### src/rtl/uart_rx_top.sv
// UART receiver: 2-FF synchroniser, 16x oversampling deframer and a DEPTH-entry byte FIFO.
// Define UART_RX_PARITY_EN for 8E1 framing with a parity_error pulse; the default build is 8N1.
module uart_rx_top #(
    parameter int CLK_FREQ  = 100_000_000,
    parameter int BAUD_RATE = 19200,
    parameter int DEPTH     = 16
) (
    input  logic       clk,
    input  logic       rst,
    input  logic       rx_pin,
    input  logic       read_enable,
    output logic [7:0] dout,
    output logic       rx_valid,
    output logic       fifo_empty,
    output logic       fifo_full,
    output logic       frame_error,
    output logic       overrun,
`ifdef UART_RX_PARITY_EN
    output logic       parity_error,
`endif
    output logic       rx_busy
);

    localparam int DIV   = CLK_FREQ / (BAUD_RATE * 16);
    localparam int DIV_W = $clog2(DIV + 1);
    localparam int PW    = $clog2(DEPTH);
    localparam int CW    = PW + 1;

    typedef enum logic [2:0] {
        IDLE,
        START,
        DATA,
`ifdef UART_RX_PARITY_EN
        PARITY,
`endif
        STOP,
        WAIT_IDLE
    } state_e;

    function automatic logic even_parity(input logic [7:0] data);
        even_parity = ^data;
    endfunction

    logic             rx_meta_q;
    logic             rx_s_q;
    logic [DIV_W-1:0] div_q;
    logic             tick_s;
    logic             start_det_s;
    state_e           state_q;
    logic [3:0]       samp_q;
    logic [2:0]       bit_idx_q;
    logic [7:0]       shift_q;
    logic             push_q;
    logic [7:0]       push_data_q;
    logic             frame_error_q;
    logic             busy_q;
`ifdef UART_RX_PARITY_EN
    logic             parity_error_q;
    logic             par_bad_q;
`endif
    logic [7:0]       mem [DEPTH];
    logic [PW-1:0]    wr_ptr_q;
    logic [PW-1:0]    rd_ptr_q;
    logic [CW-1:0]    count_q;
    logic [CW-1:0]    count_d;
    logic             pop_s;
    logic             wr_s;
    logic             ovr_s;
    logic [7:0]       dout_q;
    logic             rx_valid_q;
    logic             empty_q;
    logic             full_q;
    logic             overrun_q;

    // Two-stage synchroniser for the asynchronous line, idling high.
    always_ff @(posedge clk) begin
        if (!rst) begin
            rx_meta_q <= 1'b1;
            rx_s_q    <= 1'b1;
        end else begin
            rx_meta_q <= rx_pin;
            rx_s_q    <= rx_meta_q;
        end
    end

    assign tick_s      = (div_q == DIV_W'(DIV - 1));
    assign start_det_s = (state_q == IDLE) && !rx_s_q;

    // Oversample tick divider, re-phased on each start edge so ticks align to the frame.
    always_ff @(posedge clk) begin
        if (!rst || start_det_s) begin
            div_q <= '0;
        end else if (tick_s) begin
            div_q <= '0;
        end else begin
            div_q <= div_q + DIV_W'(1);
        end
    end

    // Deframing FSM: start-bit validation at mid-bit, then one sample per 16 ticks.
    always_ff @(posedge clk) begin
        if (!rst) begin
            state_q       <= IDLE;
            samp_q        <= 4'd0;
            bit_idx_q     <= 3'd0;
            shift_q       <= 8'h00;
            push_q        <= 1'b0;
            push_data_q   <= 8'h00;
            frame_error_q <= 1'b0;
            busy_q        <= 1'b0;
`ifdef UART_RX_PARITY_EN
            parity_error_q <= 1'b0;
            par_bad_q      <= 1'b0;
`endif
        end else begin
            push_q        <= 1'b0;
            frame_error_q <= 1'b0;
`ifdef UART_RX_PARITY_EN
            parity_error_q <= 1'b0;
`endif
            case (state_q)
                IDLE: begin
                    if (!rx_s_q) begin
                        state_q <= START;
                        samp_q  <= 4'd0;
                        busy_q  <= 1'b1;
`ifdef UART_RX_PARITY_EN
                        par_bad_q <= 1'b0;
`endif
                    end
                end
                START: begin
                    if (tick_s) begin
                        if (samp_q == 4'd7) begin
                            if (!rx_s_q) begin
                                state_q   <= DATA;
                                samp_q    <= 4'd0;
                                bit_idx_q <= 3'd0;
                            end else begin
                                state_q <= IDLE;
                                busy_q  <= 1'b0;
                            end
                        end else begin
                            samp_q <= samp_q + 4'd1;
                        end
                    end
                end
                DATA: begin
                    if (tick_s) begin
                        samp_q <= samp_q + 4'd1;
                        if (samp_q == 4'd15) begin
                            shift_q[bit_idx_q] <= rx_s_q;
                            bit_idx_q          <= bit_idx_q + 3'd1;
                            if (bit_idx_q == 3'd7) begin
`ifdef UART_RX_PARITY_EN
                                state_q <= PARITY;
`else
                                state_q <= STOP;
`endif
                            end
                        end
                    end
                end
`ifdef UART_RX_PARITY_EN
                PARITY: begin
                    if (tick_s) begin
                        samp_q <= samp_q + 4'd1;
                        if (samp_q == 4'd15) begin
                            state_q <= STOP;
                            if (rx_s_q != even_parity(shift_q)) begin
                                parity_error_q <= 1'b1;
                                par_bad_q      <= 1'b1;
                            end
                        end
                    end
                end
`endif
                STOP: begin
                    if (tick_s) begin
                        samp_q <= samp_q + 4'd1;
                        if (samp_q == 4'd15) begin
                            if (rx_s_q) begin
`ifdef UART_RX_PARITY_EN
                                push_q <= !par_bad_q;
`else
                                push_q <= 1'b1;
`endif
                                push_data_q <= shift_q;
                                state_q     <= IDLE;
                                busy_q      <= 1'b0;
                            end else begin
                                frame_error_q <= 1'b1;
                                state_q       <= WAIT_IDLE;
                            end
                        end
                    end
                end
                WAIT_IDLE: begin
                    if (tick_s && rx_s_q) begin
                        state_q <= IDLE;
                        busy_q  <= 1'b0;
                    end
                end
                default: begin
                    state_q <= IDLE;
                    busy_q  <= 1'b0;
                end
            endcase
        end
    end

    assign pop_s = read_enable && !empty_q;
    assign wr_s  = push_q && (!full_q || pop_s);
    assign ovr_s = push_q && full_q && !pop_s;

    // Occupancy after this cycle's push/pop; a simultaneous push and pop leaves it unchanged.
    always_comb begin
        count_d = count_q;
        case ({wr_s, pop_s})
            2'b10:   count_d = count_q + CW'(1);
            2'b01:   count_d = count_q - CW'(1);
            default: count_d = count_q;
        endcase
    end

    // Storage array; no reset needed since occupancy gates every read.
    always_ff @(posedge clk) begin
        if (wr_s) begin
            mem[wr_ptr_q] <= push_data_q;
        end
    end

    // FIFO pointers, status flags and pop-side registered outputs.
    always_ff @(posedge clk) begin
        if (!rst) begin
            wr_ptr_q   <= '0;
            rd_ptr_q   <= '0;
            count_q    <= '0;
            empty_q    <= 1'b1;
            full_q     <= 1'b0;
            dout_q     <= 8'h00;
            rx_valid_q <= 1'b0;
            overrun_q  <= 1'b0;
        end else begin
            if (wr_s) begin
                wr_ptr_q <= wr_ptr_q + PW'(1);
            end
            if (pop_s) begin
                dout_q   <= mem[rd_ptr_q];
                rd_ptr_q <= rd_ptr_q + PW'(1);
            end
            rx_valid_q <= pop_s;
            overrun_q  <= ovr_s;
            count_q    <= count_d;
            empty_q    <= (count_d == CW'(0));
            full_q     <= (count_d == CW'(DEPTH));
        end
    end

    assign dout        = dout_q;
    assign rx_valid    = rx_valid_q;
    assign fifo_empty  = empty_q;
    assign fifo_full   = full_q;
    assign frame_error = frame_error_q;
    assign overrun     = overrun_q;
    assign rx_busy     = busy_q;
`ifdef UART_RX_PARITY_EN
    assign parity_error = parity_error_q;
`endif

endmodule

### config.mk
export PLATFORM = sky130hd
export DESIGN_NAME = uart_rx_top
export DESIGN_NICKNAME = d
export VERILOG_FILES = /design/src/rtl/uart_rx_top.sv
export SDC_FILE = /design/constraint.sdc
export NUM_CORES = 1
export LEC_CHECK = 0
export BUFFER_PORTS_ARGS = -buffer_cell sky130_fd_sc_hd__buf_4
export CAP_MARGIN = 20
export CORE_ASPECT_RATIO = 1.75
export CORE_MARGIN = 4
export CORE_UTILIZATION = 45
export DETAILED_ROUTE_END_ITERATION = 10
export RECOVER_POWER = 25
export SYNTH_ARGS = -nofsm -noshare
export SYNTH_HDL_FRONTEND = slang
export SYNTH_SLANG_ARGS = --single-unit
### constraint.sdc
create_clock -name clk -period 3.6 [get_ports clk]
set_input_delay 0.18 -clock clk [delete_from_list [all_inputs] [get_ports clk]]
set_output_delay 0.18 -clock clk [all_outputs]
set_load 0.01 [all_outputs]
; ---- Word level (Yosys, flattened, before mapping)
; Memory sizes are Yosys's and may differ from the RTL's. A register that Yosys moved wholly into a read port is not among the register bits.
; Index checks and enable logic that the tools add are counted.
[totals]
ff_bits = 57
mem_bits_rw = 128
inputBits = 4
elab_cells = 118
n_memories = 1
[classes]
n_addsub = 7
order_cmp = 2
eq_ne = 22
n_mux = 39
bitwise = 1
reduce_logical = 28
[mem_list]
columns = name, words, width, read_ports, rd_ports_with_merged_regs, wr, line
row1 = mem, 16, 8, 1, 1, 1, 61  ; logic [7:0] mem [DEPTH];
[op_table]
columns = op, count
row1 = $mux 3, 15
row2 = $ne 2x2->1 const B, 10
row3 = $mux 4, 4
row4 = $pmux 3 s5, 1
row5 = $add 4x1->4 const B, 3
row6 = $mux 1, 12
row7 = $pmux 4 s3, 1
row8 = $pmux 5 s2, 1
row9 = $add 9x1->9 const B, 1
row10 = $eq 9x9->1 const B, 1
row11 = $reduce_and 9->1, 1
row12 = $bwmux 8, 1
row13 = $reduce_and 4->1, 2
row14 = $logic_and 1x1->1, 7
row15 = $reduce_and 7->1, 1
row16 = $eq 3x2->1 const B, 2
row17 = $eq 3x3->1 const B, 2
row18 = $logic_not 1->1, 6
row19 = $pmux 3 s2, 1
row20 = $reduce_and 3->1, 2
row21 = $reduce_and 6->1, 1
row22 = $add 5x1->5 const B, 1
row23 = $eq 5x5->1 const B, 1
row24 = $logic_not 5->1, 1
row25 = other kinds (19), 21

; ---- Depth between registers and ports, before layout
; Gate-level depths: netlist of the first run.
[logic_depth]
word_depth = 7
mapped_depth = 12

; ---- Least setup slack after synthesis of the first run
; No wires, ideal clock.
[synth_timing]
path_kind = reg2reg
start = reg empty_q (netlist: fifo_empty)
end = reg empty_q (netlist: fifo_empty)
arrival_time_ns = 2.614
t_required_ns = 3.464
path_slack_ns = 0.850
path_stages_with_launch = 13
path_buffers = 1
period_less_slack_ns = 2.750
cell_sequence = dfxtp_1 -> nand2b_1 -> a21boi_1 -> inv_1 -> ha_1 -> clkbuf_1 -> xor2_1 -> ha_1 -> a21oi_1 -> o221a_2 -> nor3_1 -> xor2_1 -> o21ai_0
[synth_via]
elab_chain_len = 7
[synth_rtl]
columns = item, line
row1 = from (decl), 71  ; logic empty_q;
row2 = from (signal assigned), 255  ; empty_q <= (count_d == CW'(0));
row3 = $logic_not 1->1 *, 212  ; assign pop_s = read_enable && !empty_q;
row4 = $logic_and 1x1->1 *, 212
row5 = $logic_or 1x1->1, 213  ; assign wr_s = push_q && (!full_q || pop_s);
row6 = $logic_and 1x1->1, 213
row7 = $eq 2x1->1 or $eq 2x2->1 (tied branches), 219  ; case ({wr_s, pop_s})
row8 = $pmux 5 s2 *, 219
row9 = $logic_not 5->1 *, 255
; Mark *: on every way between the ends. The rest lies on a longest branch, timed or not.
; A chain may end at the register's enable or synchronous reset.

; ---- Worst setup path after layout of the first run
; Ends and elaborated chain as after synthesis.

==> reports/metrics.yaml, run 1 <==
grt-ovfl-total: 0
dpl_cell_area_sq_um: 8270
gp_congestion: 0.805
cts_max_level: 4
rsz0062_at_grt: "no"
fin_crit_ps: 2760
routedWlPerCell_microns: 18.7
hold_depth: 2
cts_max_path_buffers: 2
hold_buffers: 1
slew_headroom: 0.377
synth_edf_count: 128
startpoint_type: "flop"
drive_gt1_frac: 0.168
clk_latency_ps: 430
cp.arrival_ps: 3110
crit_slowest_cell: "dfxtp_1"
num_rows: 64
drtAntennaViolNets: 0
required_ps: 3950
crit_type: "reg2reg"
cts_root_buf: "clkbuf_16"
hold_ws_ps: 34.6
cts_made_buffers: 17
drv_slew: 0
final_nets: 593
dp_hpwl_microns: 10800
cts_tree: "built"
maxCapViolCount: 0
finClkSkew_ps: 13.2
yosys_warnings: 0
fmax_mhz: 362
ys_types: 54
die_area_sq_um: 19900
p_leak_uw: 0.00293
setup_viol: 0
path_clk_slew_ps: 60
syn_nets: 578
p_per_area_nw_per_um2: 485
cts_setup_buffers: 0
start_util: 0.456
power_uw: 4300
grt_pass1_wl_microns: 24700
vias: 4484
die_w_microns: 108
grt_pass1_vias: 4690
drt-total-wl_microns: 15300
tightest_slew_ps: 932
io_buffers: 17
status: "complete, no violations"
yosysTopAreaCellShare: 0.485
post_cts_resized: 0
final_area_sq_um: 8860
hold_viol: 0
diodes: 0
drt_iter0_markers: 202
area.growth.synth_to_final_pct: 11.8
final_core_util: 0.510
grt_usage: 0.165
synth_flop_cell: "edfxtp_1"
firstDrtPassIters: 4
hp-class: "in2reg"
yosysSeqAreaShare: 0.649
postSynthCellCount: 561
fin_crit_sh: 0.768
synth_top_cell_by_area: "edfxtp_1"
avgSynthCellArea_sq_um: 14.1
core_sq_um: 17400
io_pins: 18
yosys-top-cells-area: "edfxtp_1 48%, dfxtp_1 16%, mux4_2 9.1%, nor2_1 2.9%, a21oi_1 2.5%"
ys_seq_elements: 193
ir_drop_mv: 0.300
grt_max_degree: 30
syn_area_sq_um: 7930
critPathMaxFanout: 9
antenna_found_initial: 0
worst_path_largest_cell_delay_ps: 300
drc_errors: 0
end_kind: "flop"
viasPerCell: 5.47
worstPathCellList: "nand2b_1 -> a21boi_1 -> buf_4 -> inv_1 -> ha_1 -> xor2_1 -> ha_1 -> a21oi_1 -> mux2i_1 -> xor2_1 -> o311ai_0 -> o21ai_0"
reg2regPathDepth: 12
finalSetupTns_ps: 0
synthArstFlopShare: 0
die_h_microns: 184
cts_num_sinks: 193
## per-stage QoR
| step | cells | setup WS (ps) |
|---|---|---|
| final | 820 | 836 |
| after detailed placement | 787 | 873 |
| after floorplan | 561 | 850 |
| after global routing | 820 | 603 |
| after CTS | 820 | 850 |
| after global placement | 787 | 1040 |
## sequential cells by signal, summed over array words and instances (netlist names)
signal / cells
mem: 128
div_q: 9
dout: 8
push_data_q: 8
shift_q: 8
count_q: 5
rd_ptr_q: 4
samp_q: 4
wr_ptr_q: 4
bit_idx_q: 3
state_q: 3
fifo_empty: 1
fifo_full: 1
frame_error: 1
overrun: 1
push_q: 1
rx_busy: 1
rx_meta_q: 1
rx_s_q: 1
rx_valid: 1
## cells in the mapped netlist (all sizes together), types with 7 or more instances
cell type and number:
nand3 16, buf 7, nand2b 8, mux2i 15, nand2 29, ha 13, nand4 7, mux4 32
xor2 11, a21oi 39, nor3 12, dfxtp 65, nor2 61, inv 13, edfxtp 128, xnor2 9
clkbuf 24, a22oi 17
## path summary, 6_finish.rpt
kind              startpoint         end  slack [ps]
hold reg to reg    rx_meta_q      rx_s_q         410
setup / recovery  fifo_empty  fifo_empty         840
hold / removal           rst      rx_s_q          30
setup reg to reg  fifo_empty  fifo_empty         840
## worst max-delay path, delay by kind of cell (launching register included)
kind | cells | cell delay (ps)
flip-flops | 1 | 300
buffers and inverters | 2 | 230
multiplexers | 1 | 270
AND/OR/NAND/NOR | 1 | 160
AO/OA/AOI/OAI | 4 | 780
adder cells (fa/ha/maj) | 2 | 520
XOR/XNOR | 2 | 410
## cells by family after synthesis
group                    after synthesis  synth area share
AND/OR/NAND/NOR                      170             0.113
AO/OA/AOI/OAI                         73            0.0573
XOR/XNOR                              20            0.0221
buffers and inverters                 45            0.0283
multiplexers                          47             0.110
flip-flops                           193             0.649
adder cells (fa/ha/maj)               13            0.0205
## report_power, final
group / total (uW) / switching [uW] / internal [uW]
Sequential: 2360 / 15.8 / 2340
Clock: 1850 / 799 / 1050
Combinational: 90.8 / 55.4 / 35.4
## routing by layer
metal / global-route usage / vias up / share of wire
met3: 0.0292 / 21 / 0.025
met5: 0 / - / 0
met1: 0.167 / 2258 / 0.36
met2: 0.327 / 68 / 0.60
li1: - / 2137 / -
met4: 0.0581 / 0 / 0.018
## layout make-up
type | instances | area, sq um
Clock buffer | 21 | 450
Clock inverter | 11 | 129
Fill cell | 1487 | 8520
Inverter | 13 | 48.8
Multi-Input combinational cell | 323 | 2560
Sequential cell | 193 | 5150
Tap cell | 231 | 289
Timing Repair Buffer | 28 | 238
## cell usage in the layout, fill, tap and decap left out, types with 12 or more instances in the layout
| cell | count |
|---|---|
| ha_1 | 13 |
| inv_1 | 13 |
| buf_4 | 24 |
| dfxtp_1 | 64 |
| a22oi_1 | 17 |
| edfxtp_1 | 128 |
| nand2_1 | 29 |
| mux2i_1 | 15 |
| nor3_1 | 12 |
| nand3_1 | 16 |
| mux4_2 | 32 |
| clkbuf_16 | 17 |
| nor2_1 | 61 |
| a21oi_1 | 39 |
Power figures use the tool's default switching activity.
==> run 2: changes to the inputs <==
Clock period 3.6 ns to 2.2 ns, I/O delays scaled along.
==> run 2 against run 1 <==
Against the previous run:
- global-route usage increased by 0.42 points
- critical endpoint unchanged
- design area grew 3.7%
- the flow now finishes with violations (setup timing)
- wire length rose by 1.2%
- critical path type unchanged
- worst setup slack lost 860 ps
- count of clock-buffer cells in the layout is 3 lower
==> reports/metrics.yaml, run 2 (same netlist as run 1, synthesis figures left out) <==
worst_slack_ps: -19.7  # -855 ps
fin_crit_ps: 2220  # -545 ps
p_leak_uw: 0.00312  # +6.5%
final_nets: 632  # +6.6%
die_h_microns: 184  # unchanged
status: "finished, violations left"
hold_ws_ps: 188  # +153 ps
viasPerCell: 5.36  # -1.9%
crit_type: "reg2reg"
power_frac_clock: 0.416  # -0.014
startpoint_type: "flop"
dp_cells: 820  # +4.2%
gp_congestion: 0.788  # -2.2%
end_kind: "flop"
drt_iter0_markers: 178  # -12%
drt-total-wl_microns: 15500  # +1.2%
critPathMaxFanout: 3  # -6
final_cell_mix: "128 x edfxtp_1, 63 x dfxtp_1, 61 x buf_4"
path_clk_slew_ps: 70  # about the same
drive_gt1_frac: 0.236  # +0.0676
grt_pass1_wl_microns: 25300  # +2.2%
drc_errors: 0  # unchanged
regMostFlops: "mem"
hold_viol: 0  # unchanged
setup_viol: 2  # +2
area.growth.synth_to_final_pct: 15.9
p_comb_frac: 0.027  # +0.006
cts_max_level: 4  # unchanged
core_sq_um: 17400  # unchanged
final_area_sq_um: 9190  # +3.7%
finClkSkew_ps: 11.9  # -1.35 ps
hp-class: "in2reg"
cts_tree: "built"
rsz0062_at_grt: "yes"
fmax_mhz: 451  # +25%
die_w_microns: 108  # unchanged
start_util: 0.456  # unchanged
ir_drop_mv: 0.509  # +70%
die_area_sq_um: 19900  # unchanged
cts_made_buffers: 17  # unchanged
violations: "setup timing"
vias: 4606  # +2.7%
grt-ovfl-total: 0  # unchanged
io_buffers: 17  # unchanged
layout.cells.most_common: "edfxtp_1"
fin_crit_sh: 1.01  # +0.241
num_rows: 64  # unchanged
finalNonFillerCells: 859  # +4.8%
dpl_cell_area_sq_um: 8570  # +3.6%
p_per_area_nw_per_um2: 750  # +55%
cp.arrival_ps: 2580  # -530 ps
grt_usage: 0.169  # +0.00425
drv_slew: 0  # unchanged
dp_hpwl_microns: 11100  # +3.1%
largestRegisters: "mem x128, div_q x9"
grt_max_degree: 36  # +20%
internal_power_uw: 5390  # +57%
drtAntennaViolNets: 0  # unchanged
switching_share: 0.218  # +0.0159
routedWlPerCell_microns: 18.1  # -3.4%
cts_root_buf: "clkbuf_16"
cts_num_sinks: 193  # unchanged
cts_max_path_buffers: 2  # unchanged
clk_latency_ps: 430  # about the same
tightest_slew_ps: 577  # -354 ps
io_pins: 18  # unchanged
grt_pass1_vias: 4837  # +3.1%
diodes: 0  # unchanged
firstDrtPassIters: 4  # unchanged
maxCapViolCount: 0  # unchanged
power_switching_uw: 1510  # +73%
slew_headroom: 0.615  # +0.238
pwr-share-seq: 0.557  # +0.008
required_ps: 2560  # -1390 ps
largest_reg_flops: 128  # unchanged
antenna_found_initial: 0  # unchanged
[run 2: cell types whose count changed in the layout (fill, tap and decap cells not counted), moves of 2 or more]
cell / before / now
buf_4: 24 / 61
o21ai_0: 4 / 2
dlygate4sd3_1: 1 / 3
inv_1: 13 / 11
ha_1: 13 / 11
clkinv_4: 1 / 3
bufinv_16: 2 / 0
inv_8: 0 / 3
[run 2: cell type report]
class | count | area, sq um
inverters | 13 | 51.3
clock inverters | 14 | 120
well taps | 231 | 289
clock buffers | 18 | 429
flip-flops and latches | 193 | 5150
repair buffers | 67 | 532
fillers | 1469 | 8190
multi-input cells | 323 | 2620
[run 2: path summary, 6_finish.rpt]
check,start,end,slack (ps),cells after the start
max reg2reg,fifo_empty,fifo_empty,-20,11
min reg2reg,rx_meta_q,rx_s_q,410,1
min,read_enable,rx_valid,190,6
max,fifo_empty,fifo_empty,-20,11
[run 2: metrics by stage]
| stage | setup TNS [ps] | util | total power [uW] | setup WS, ps |
|---|---|---|---|---|
| floorplan | -166 | - | 4050 | -70.3 |
| global placement | 0 | 0.493 | 4090 | 97.1 |
| detailed placement | -65.0 | 0.493 | 4100 | -42.7 |
| CTS | -63.3 | 0.528 | 6960 | -29.8 |
| global route | -484 | 0.529 | 7140 | -163 |
| finish | -26.1 | 0.529 | 6890 | -19.7 |
[run 2: critical path: stages, from the launching register on]
cell	delay, ps
dfxtp_2	330
nand2b_4	160
a21boi_4	140
inv_2	70
ha_4	170
xor2_1	170
ha_2	220
a21oi_2	150
mux2i_1	230
xor2_1	200
o311ai_1	150
o21ai_1	160
[run 2: metal layers]
layer / wire [microns] / share of wire / up-vias / global-route usage
met1: 5650 / 0.36 / 2287 / 0.177
met5: 0 / 0 / - / 0
met4: 278 / 0.018 / 0 / 0.0612
met2: 9240 / 0.59 / 74 / 0.330
li1: - / - / 2223 / -
met3: 362 / 0.023 / 22 / 0.0281
[run 2: timing repair]
item / in CTS / in global routing
hold buffers: 3 / 0
buffers inserted: 3 / 1
endpoints found under the setup margin: 3 / 7
endpoints found under the hold margin: 4 / 0
pin swaps: 1 / 1
resized for setup: 1 / 2
[run 2: power by group through the flow]
stage / clock (uW) / sequential (uW) / combinational [uW]
6_report: 2870 / 3840 / 184
5_1_grt: 3100 / 3840 / 205
4_1_cts: 2940 / 3840 / 183
3_5_place_dp: 0 / 3920 / 178
3_3_place_gp: 0 / 3920 / 174
2_1_floorplan: 0 / 3920 / 127
